===== src/rtl/ppc_pipe_adder.sv =====
// Pipelined Kogge-Stone adder/subtractor: stage 0 encodes per-bit K/P/G status,
// LEVELS prefix registers resolve carries, and an output register forms sum and flags.
module ppc_pipe_adder #(
  parameter int WIDTH = 64
) (
  input  logic             clk,
  input  logic             rst,
  input  logic             in_valid,
  output logic             in_ready,
  input  logic [WIDTH-1:0] in_a,
  input  logic [WIDTH-1:0] in_b,
  input  logic             in_cin,
  input  logic             in_sub,
  output logic             out_valid,
  input  logic             out_ready,
  output logic [WIDTH-1:0] out_sum,
  output logic             out_cout,
  output logic             out_ovf,
  output logic             out_zero
);

  localparam int LEVELS = $clog2(WIDTH);

  localparam logic [1:0] KPG_K = 2'b00;
  localparam logic [1:0] KPG_P = 2'b01;
  localparam logic [1:0] KPG_G = 2'b10;

  if (WIDTH < 2 || WIDTH > 128 || (WIDTH & (WIDTH - 1)) != 0) begin : g_bad_width
    $error("ppc_pipe_adder: WIDTH must be a power of two in 2..128");
  end

  // Per-bit status symbol: generate wins over propagate, otherwise kill.
  function automatic logic [2*WIDTH-1:0] kpg_encode(input logic [WIDTH-1:0] p,
                                                    input logic [WIDTH-1:0] g);
    logic [2*WIDTH-1:0] r;
    r = '0;
    for (int i = 0; i < WIDTH; i++) begin
      if (g[i])      r[2*i +: 2] = KPG_G;
      else if (p[i]) r[2*i +: 2] = KPG_P;
      else           r[2*i +: 2] = KPG_K;
    end
    return r;
  endfunction

  // One Kogge-Stone level: a propagating position inherits the status d bits below.
  function automatic logic [2*WIDTH-1:0] kpg_level(input logic [2*WIDTH-1:0] s,
                                                   input int d);
    logic [2*WIDTH-1:0] r;
    int src;
    r = s;
    for (int i = 0; i < WIDTH; i++) begin
      src = (i >= d) ? i - d : i;
      if (i >= d && s[2*i +: 2] == KPG_P) r[2*i +: 2] = s[2*src +: 2];
    end
    return r;
  endfunction

  logic                          stall;
  logic [LEVELS:0]               vld_pn;
  logic [LEVELS:0][2*WIDTH-1:0]  stat_pn;
  logic [LEVELS:0][WIDTH-1:0]    p_pn;
  logic [LEVELS:0]               c0_pn;
  logic [LEVELS:0]               a_msb_pn;
  logic [LEVELS:0]               b_msb_pn;

  logic [LEVELS:0][2*WIDTH-1:0]  stat_nx;
  logic [WIDTH-1:0]              b_eff;
  logic [WIDTH-1:0]              p_in;
  logic [WIDTH-1:0]              g_in;
  logic                          c0_in;

  logic [2*WIDTH-1:0]            stat_last;
  logic [WIDTH-1:0]              carry;
  logic [WIDTH-1:0]              sum_nx;
  logic                          cout_nx;
  logic                          ovf_nx;
  logic                          zero_nx;

  assign stall    = out_valid && !out_ready;
  assign in_ready = !stall;

  // Stage 0 encode and prefix-level combine
  always_comb begin
    b_eff   = in_sub ? ~in_b : in_b;
    c0_in   = in_sub ? 1'b1 : in_cin;
    p_in    = in_a ^ b_eff;
    g_in    = in_a & b_eff;
    g_in[0] = g_in[0] | (p_in[0] & c0_in);
    stat_nx = '0;
    stat_nx[0] = kpg_encode(p_in, g_in);
    for (int j = 1; j <= LEVELS; j++) begin
      stat_nx[j] = kpg_level(stat_pn[j-1], 1 << (j - 1));
    end
  end

  // Output stage: carries come straight from the resolved status of the bit below
  always_comb begin
    stat_last = stat_pn[LEVELS];
    carry     = '0;
    carry[0]  = c0_pn[LEVELS];
    for (int i = 1; i < WIDTH; i++) begin
      carry[i] = (stat_last[2*(i-1) +: 2] == KPG_G);
    end
    sum_nx  = p_pn[LEVELS] ^ carry;
    cout_nx = (stat_last[2*WIDTH-1 -: 2] == KPG_G);
    ovf_nx  = (a_msb_pn[LEVELS] == b_msb_pn[LEVELS]) && (sum_nx[WIDTH-1] != a_msb_pn[LEVELS]);
    zero_nx = ~|sum_nx;
  end

  // Control and result registers; result data only loads from a valid beat
  always_ff @(posedge clk) begin
    if (rst) begin
      vld_pn    <= '0;
      out_valid <= 1'b0;
      out_sum   <= '0;
      out_cout  <= 1'b0;
      out_ovf   <= 1'b0;
      out_zero  <= 1'b0;
    end else if (!stall) begin
      vld_pn    <= {vld_pn[LEVELS-1:0], in_valid};
      out_valid <= vld_pn[LEVELS];
      if (vld_pn[LEVELS]) begin
        out_sum  <= sum_nx;
        out_cout <= cout_nx;
        out_ovf  <= ovf_nx;
        out_zero <= zero_nx;
      end
    end
  end

  // Datapath registers: stage 0 capture, then one register per prefix level
  always_ff @(posedge clk) begin
    if (!stall) begin
      if (in_valid) begin
        stat_pn[0]  <= stat_nx[0];
        p_pn[0]     <= p_in;
        c0_pn[0]    <= c0_in;
        a_msb_pn[0] <= in_a[WIDTH-1];
        b_msb_pn[0] <= b_eff[WIDTH-1];
      end
      for (int j = 1; j <= LEVELS; j++) begin
        stat_pn[j]  <= stat_nx[j];
        p_pn[j]     <= p_pn[j-1];
        c0_pn[j]    <= c0_pn[j-1];
        a_msb_pn[j] <= a_msb_pn[j-1];
        b_msb_pn[j] <= b_msb_pn[j-1];
      end
    end
  end

endmodule


===== config.mk =====
export PLATFORM = sky130hd
export DESIGN_NAME = ppc_pipe_adder
export DESIGN_NICKNAME = d
export VERILOG_FILES = /design/src/rtl/ppc_pipe_adder.sv
export SDC_FILE = /design/constraint.sdc
export NUM_CORES = 2
export LEC_CHECK = 0
export CAP_MARGIN = 20
export CORE_MARGIN = 10
export CORE_UTILIZATION = 54
export DETAILED_ROUTE_END_ITERATION = 6
export PLACE_DENSITY = 0.75
export SLEW_MARGIN = 10
export SYNTH_ARGS = -nofsm -noshare
export SYNTH_HDL_FRONTEND = slang
export SYNTH_SLANG_ARGS = --single-unit

===== constraint.sdc =====
create_clock -name clk -period 44.8 [get_ports clk]
set_input_delay 11.2 -clock clk [delete_from_list [all_inputs] [get_ports clk]]
set_output_delay 11.2 -clock clk [all_outputs]
set_load 0.1 [all_outputs]

# ---- After elaboration in Yosys (flattened, before gate mapping)
# Index checks and enable logic that the tools add are counted.
dict set report word_totals {
  inputBits 134
  n_memories 0
  mem_bits_rw 0
  wordCells 878
  latch_bits 0
  rom_bits 0
  reg_bits 1440
}
dict set report op_classes {
  reduce_logical 8
  bitwise 7
  mux 387
  shift 0
  order_cmp 0
  div_mod_pow 0
  addsub 0
  mul 0
  eq_ne 387
}
# cell n
set ops {}
lappend ops {{2-bit by 1-bit equality test with 1-bit output, second input constant} 321}
lappend ops {{2-bit two-way mux} 321}
lappend ops {{2-bit equality test, second input constant} 64}
lappend ops {{64-bit bitwise XOR} 2}
lappend ops {{1-bit two-way mux} 65}
lappend ops {{64-bit AND} 1}
lappend ops {{64-bit two-way mux} 1}
lappend ops {{64-bit NOT} 1}
lappend ops {{64-bit OR reduction} 1}
lappend ops {{2-bit AND reduction} 2}
lappend ops {{1-bit zero test} 3}
lappend ops {{1-bit logical AND} 2}
lappend ops {{1-bit AND} 1}
lappend ops {{1-bit equality test} 1}
lappend ops {{1-bit inequality test} 1}
lappend ops {{1-bit NOT} 1}
lappend ops {{1-bit bitwise OR} 1}

# ---- Longest topological paths before layout
dict set report depth {
  ltp_word 5
  depth_mapped 7
  depth_no_buf 6
}

# ---- Least setup slack after synthesis
# OpenSTA, ideal clock, no wires.
dict set report synth_path {
  kind {input to output}
  from {in out_ready}
  to {out in_ready}
  setup_slack_ns 0.396
  n_path_buf 1
  arrival_time_ns 33.204
  cell_stages 3
  cell_sequence {nor2b_4 buf_6 clkinv_1}
}
dict set report synth_via {
  elab_chain_cells 3
}
# item line
set synth_lines {}
lappend synth_lines {{start, declared} 15} ;# input logic out_ready,
lappend synth_lines {{1-bit zero test} 79} ;# assign stall = out_valid && !out_ready;
lappend synth_lines {{1-bit logical AND} 79}
lappend synth_lines {{1-bit zero test} --}
lappend synth_lines {{end, declared} 9} ;# output logic in_ready,
# No other way between the ends.

# ---- Worst setup path after layout
# Same ends and word-level chain as after synthesis.

==> metrics.md <==
| Metric | Value |
|---|---|
| DRC | 0 |
| Asr flop ratio synth | 0% |
| Peak supply drop | ~0.037 mV |
| Placed cell area | 54900 µm² |
| Reg clk slew, reported paths | 60 ps |
| Htree depth | 4 |
| Fin. Hold Viols | 0 |
| CP delay by family, top | buffers and inverters |
| Syn_area_per_cell | around 20 µm² |
| Fin Clk Skew | 28.9 ps |
| TNS Setup | 0 ps |
| Post-synth EDFFs | 1365 |
| Netlist cell types | 33 |
| R2R Path End | stat_pn[152]$_DFFE_PN_ |
| Via density per instance | approximately 5.6 |
| Largest net degree at the start of global routing | 124 |
| Dpl hpwl | 68900 µm |
| # hold bufs at CTS | 0 |
| Critical path launch point type | input pin |
| Grt total ovfl | 0 |
| Top FF cell, synth | edfxtp_1 |
| Pins Over Slew Limit | 0 |
| Hold Crit Depth | 0 |
| CP cell instances | clkdlybuf4s50_1 > nor2b_4 > inv_8 > buf_4 |
| Area grow syn2layout | 16.1% |
| R2r setup slk | 40300 ps |
| Ratio of cells with drive above 1 in the final layout | 7.48% |
| Max_cap viols | 0 |
| Initial Utilization | 54.7% |
| Maximum achievable frequency | 41.7 MHz |
| Power Density | slightly above 50 nW/µm² |
| RSZ-0062 raised after global routing | no |
| Simple-gate portion of the synthesized area | 2.53% |
| Crit path max fanout | between 70 and 80 |
| Final setup viols | 0 |
| Skew-Pair Late Insertion Delay | around 740 ps |
| Crit-path max cell delay | 480 ps |
| Relative slew slack | 28.1% |
| Pre-CTS setup slack | between 20000 and 25000 ps |
| Routability Congestion | just under 0.9 |
| Clk buf depth | 3 |
| Post-CTS setup buffer count | 0 |
| Ant diodes | 0 |
| Worst-Margin Slew | 1080 ps |
| Ys Warns | 0 |
| Post-CTS sizing | 0 |
| Reg2Reg Depth | 7 |
| CP Data Required Time | 33600 ps |
| Hold EP | p_pn[312]$_DFFE_PN_ |
| Tot Pwr | 3080 µW |
| Wire length per cell | 22.9 µm |
| Vias after detailed routing | 24100 |
| Crit path buffers/inverters | 3 |
| Register area share after synthesis | between 80 and 90% |
| TritonCTS Sinks | 1440 |
| Synth Area in Compound Gates | 10.5% |
| Reg2Reg Launch Point | out_valid$_SDFFE_PP0N_ |
| # nets final | 3159 |
| Antenna viol nets, final | 0 |
| XOR/XNOR Fraction of Synth Area | 2.19% |
| Initial antenna violation count | 6 |
| Hold Path Class | flip-flop to flip-flop |
| Vias in the first global route | 24000 |
| Period utilisation layout | 53.5% |
| Final design area excluding fillers | 59500 µm² |
| Register bit total from synthesis | 1440 |
| GRT Total Usage | between 15 and 20% |
| CTS Buf Count | ~140 |
| CTS Root Cell | clkbuf_16 |
| Critical path data arrival time | ~13000 ps |
| Most frequent cells in the layout | 1365 x edfxtp_1, 322 x a21o_1, 321 x o21a_1, 199 x clkdlybuf4s50_1, 141 x clkbuf_16 |
| Routed wire length | ~100000 µm |
| Die width | 328 µm |
| Min-delay src | p_pn[248]$_DFFE_PN_ |
| Drt first pass iters | 7 |
| First-pass GRT wire length | 145000 µm |
| Post-synthesis net count | about 2800 |
| # IOs | 203 |
| Setup CP Type | input pin to output port |
| Setup WS post-layout | 20840 ps |
| Core area | 93700 µm² |
| Mux share of post-synthesis cell area | 0% |
| Synthesized area | ~50000 µm² |
| Die area | between 100000 and 150000 µm² |
| CP max stage cell | clkdlybuf4s50_1 |
| Initial detailed-routing violation count | 2450 |
| Outcome | finished clean |
| Main combinational cell family by area after synthesis | compound AO/OA/AOI/OAI gates |
| CTS tree | built |
| Cell count after synthesis | 2623 |
| Adder-Cell Fraction of Synth Area | 1.56% |
| Commonest non-fill, non-tap cell in the layout | edfxtp_1 |
| LEAKAGE | 0.0224 µW |
| Crit end category | output port |
| Min Tclk post-route | 23960 ps |
| PortBufs | 202 |
| Num rows | 112 |
| Die H | 328 µm |
## Yosys cell counts, types with 2 or more instances
cell type  count  area [µm²]
inv_1          3        11.3
nor2b_1      126         788
a211oi_1      63         473
xnor2_1       63         552
clkbuf_1      10        37.5
xor2_1        65         569
nor4_1         3        18.8
dfxtp_1       75        1500
nand2_1       15        56.3
nand4_1       15        93.8
nor2_1        67         251
nand3_1        3        15.0
buf_2         18        90.1
edfxtp_1    1365       41000
a21o_1       322        2420
a21oi_1        9        45.0
o21a_1       321        2410
nor3_1         2        10.0
ha_1          64         801
## cells by family (layout without fill, tap and decap cells)
kind of cell	after synthesis	in the layout
xor+xnor	128	128
buf+inv	35	474
flops	1440	1440
fa+ha+maj	64	64
simple gates	238	238
compound gates	718	718
## power by group
part | switching, µW | total, µW | internal [µW] | leakage (µW)
registers | 109 | 1770 | 1660 | 0.0152
clock network | 478 | 1130 | 656 | 0.00217
logic | 89.3 | 175 | 86.1 | 0.00501
total | 676 | 3080 | 2400 | 0.0224
## routing by layer
| layer | up-vias | part of all wire, % | track usage (%) |
|---|---|---|---|
| met4 | 0 | 2.5 | 5.92 |
| met1 | 12000 | 41 | 24.2 |
| li1 | 11000 | - | - |
| met2 | 969 | 48 | 29.1 |
| met3 | 147 | 7.7 | 3.63 |
| met5 | - | 0 | 0 |
## through the flow
step	hold slack [ps]	util, %	instances
floorplan	400	-	2623
global placement	403	58.5	4066
detailed placement	405	58.5	4067
CTS	402	63.3	4309
global route	405	63.5	4316
finish	399	63.5	4316
## worst max path at each step
| stage | startpoint | to | cells after the start |
|---|---|---|---|
| 3_3_place_gp | out_ready | in_ready | 4 |
| 3_5_place_dp | out_ready | in_ready | 4 |
| 6_report | out_ready | in_ready | 4 |
| 5_1_grt | out_ready | in_ready | 4 |
| 2_1_floorplan | out_ready | in_ready | 3 |
| 4_1_cts | out_ready | in_ready | 4 |
## area by class of cell
class / instances / area, µm²
multi-input combinational: 1148 / 8600
tap: 1254 / 1570
clock buffer: 165 / 3620
sequential: 1440 / 42500
timing repair buffer: 227 / 2350
inverter: 5 / 33.8
fill: 6025 / 34200
clock inverter: 77 / 843
## state kept, by name, indices dropped and copies added, names as in the netlist
register	flops
out_valid	1
out_cout	1
a_msb_pn	7
p_pn	448
vld_pn	7
stat_last	128
stat_pn	642
out_sum	64
b_msb_pn	7
out_ovf	1
stat_nx	126
out_zero	1
c0_pn	7
(Power assumes the default switching activity.)
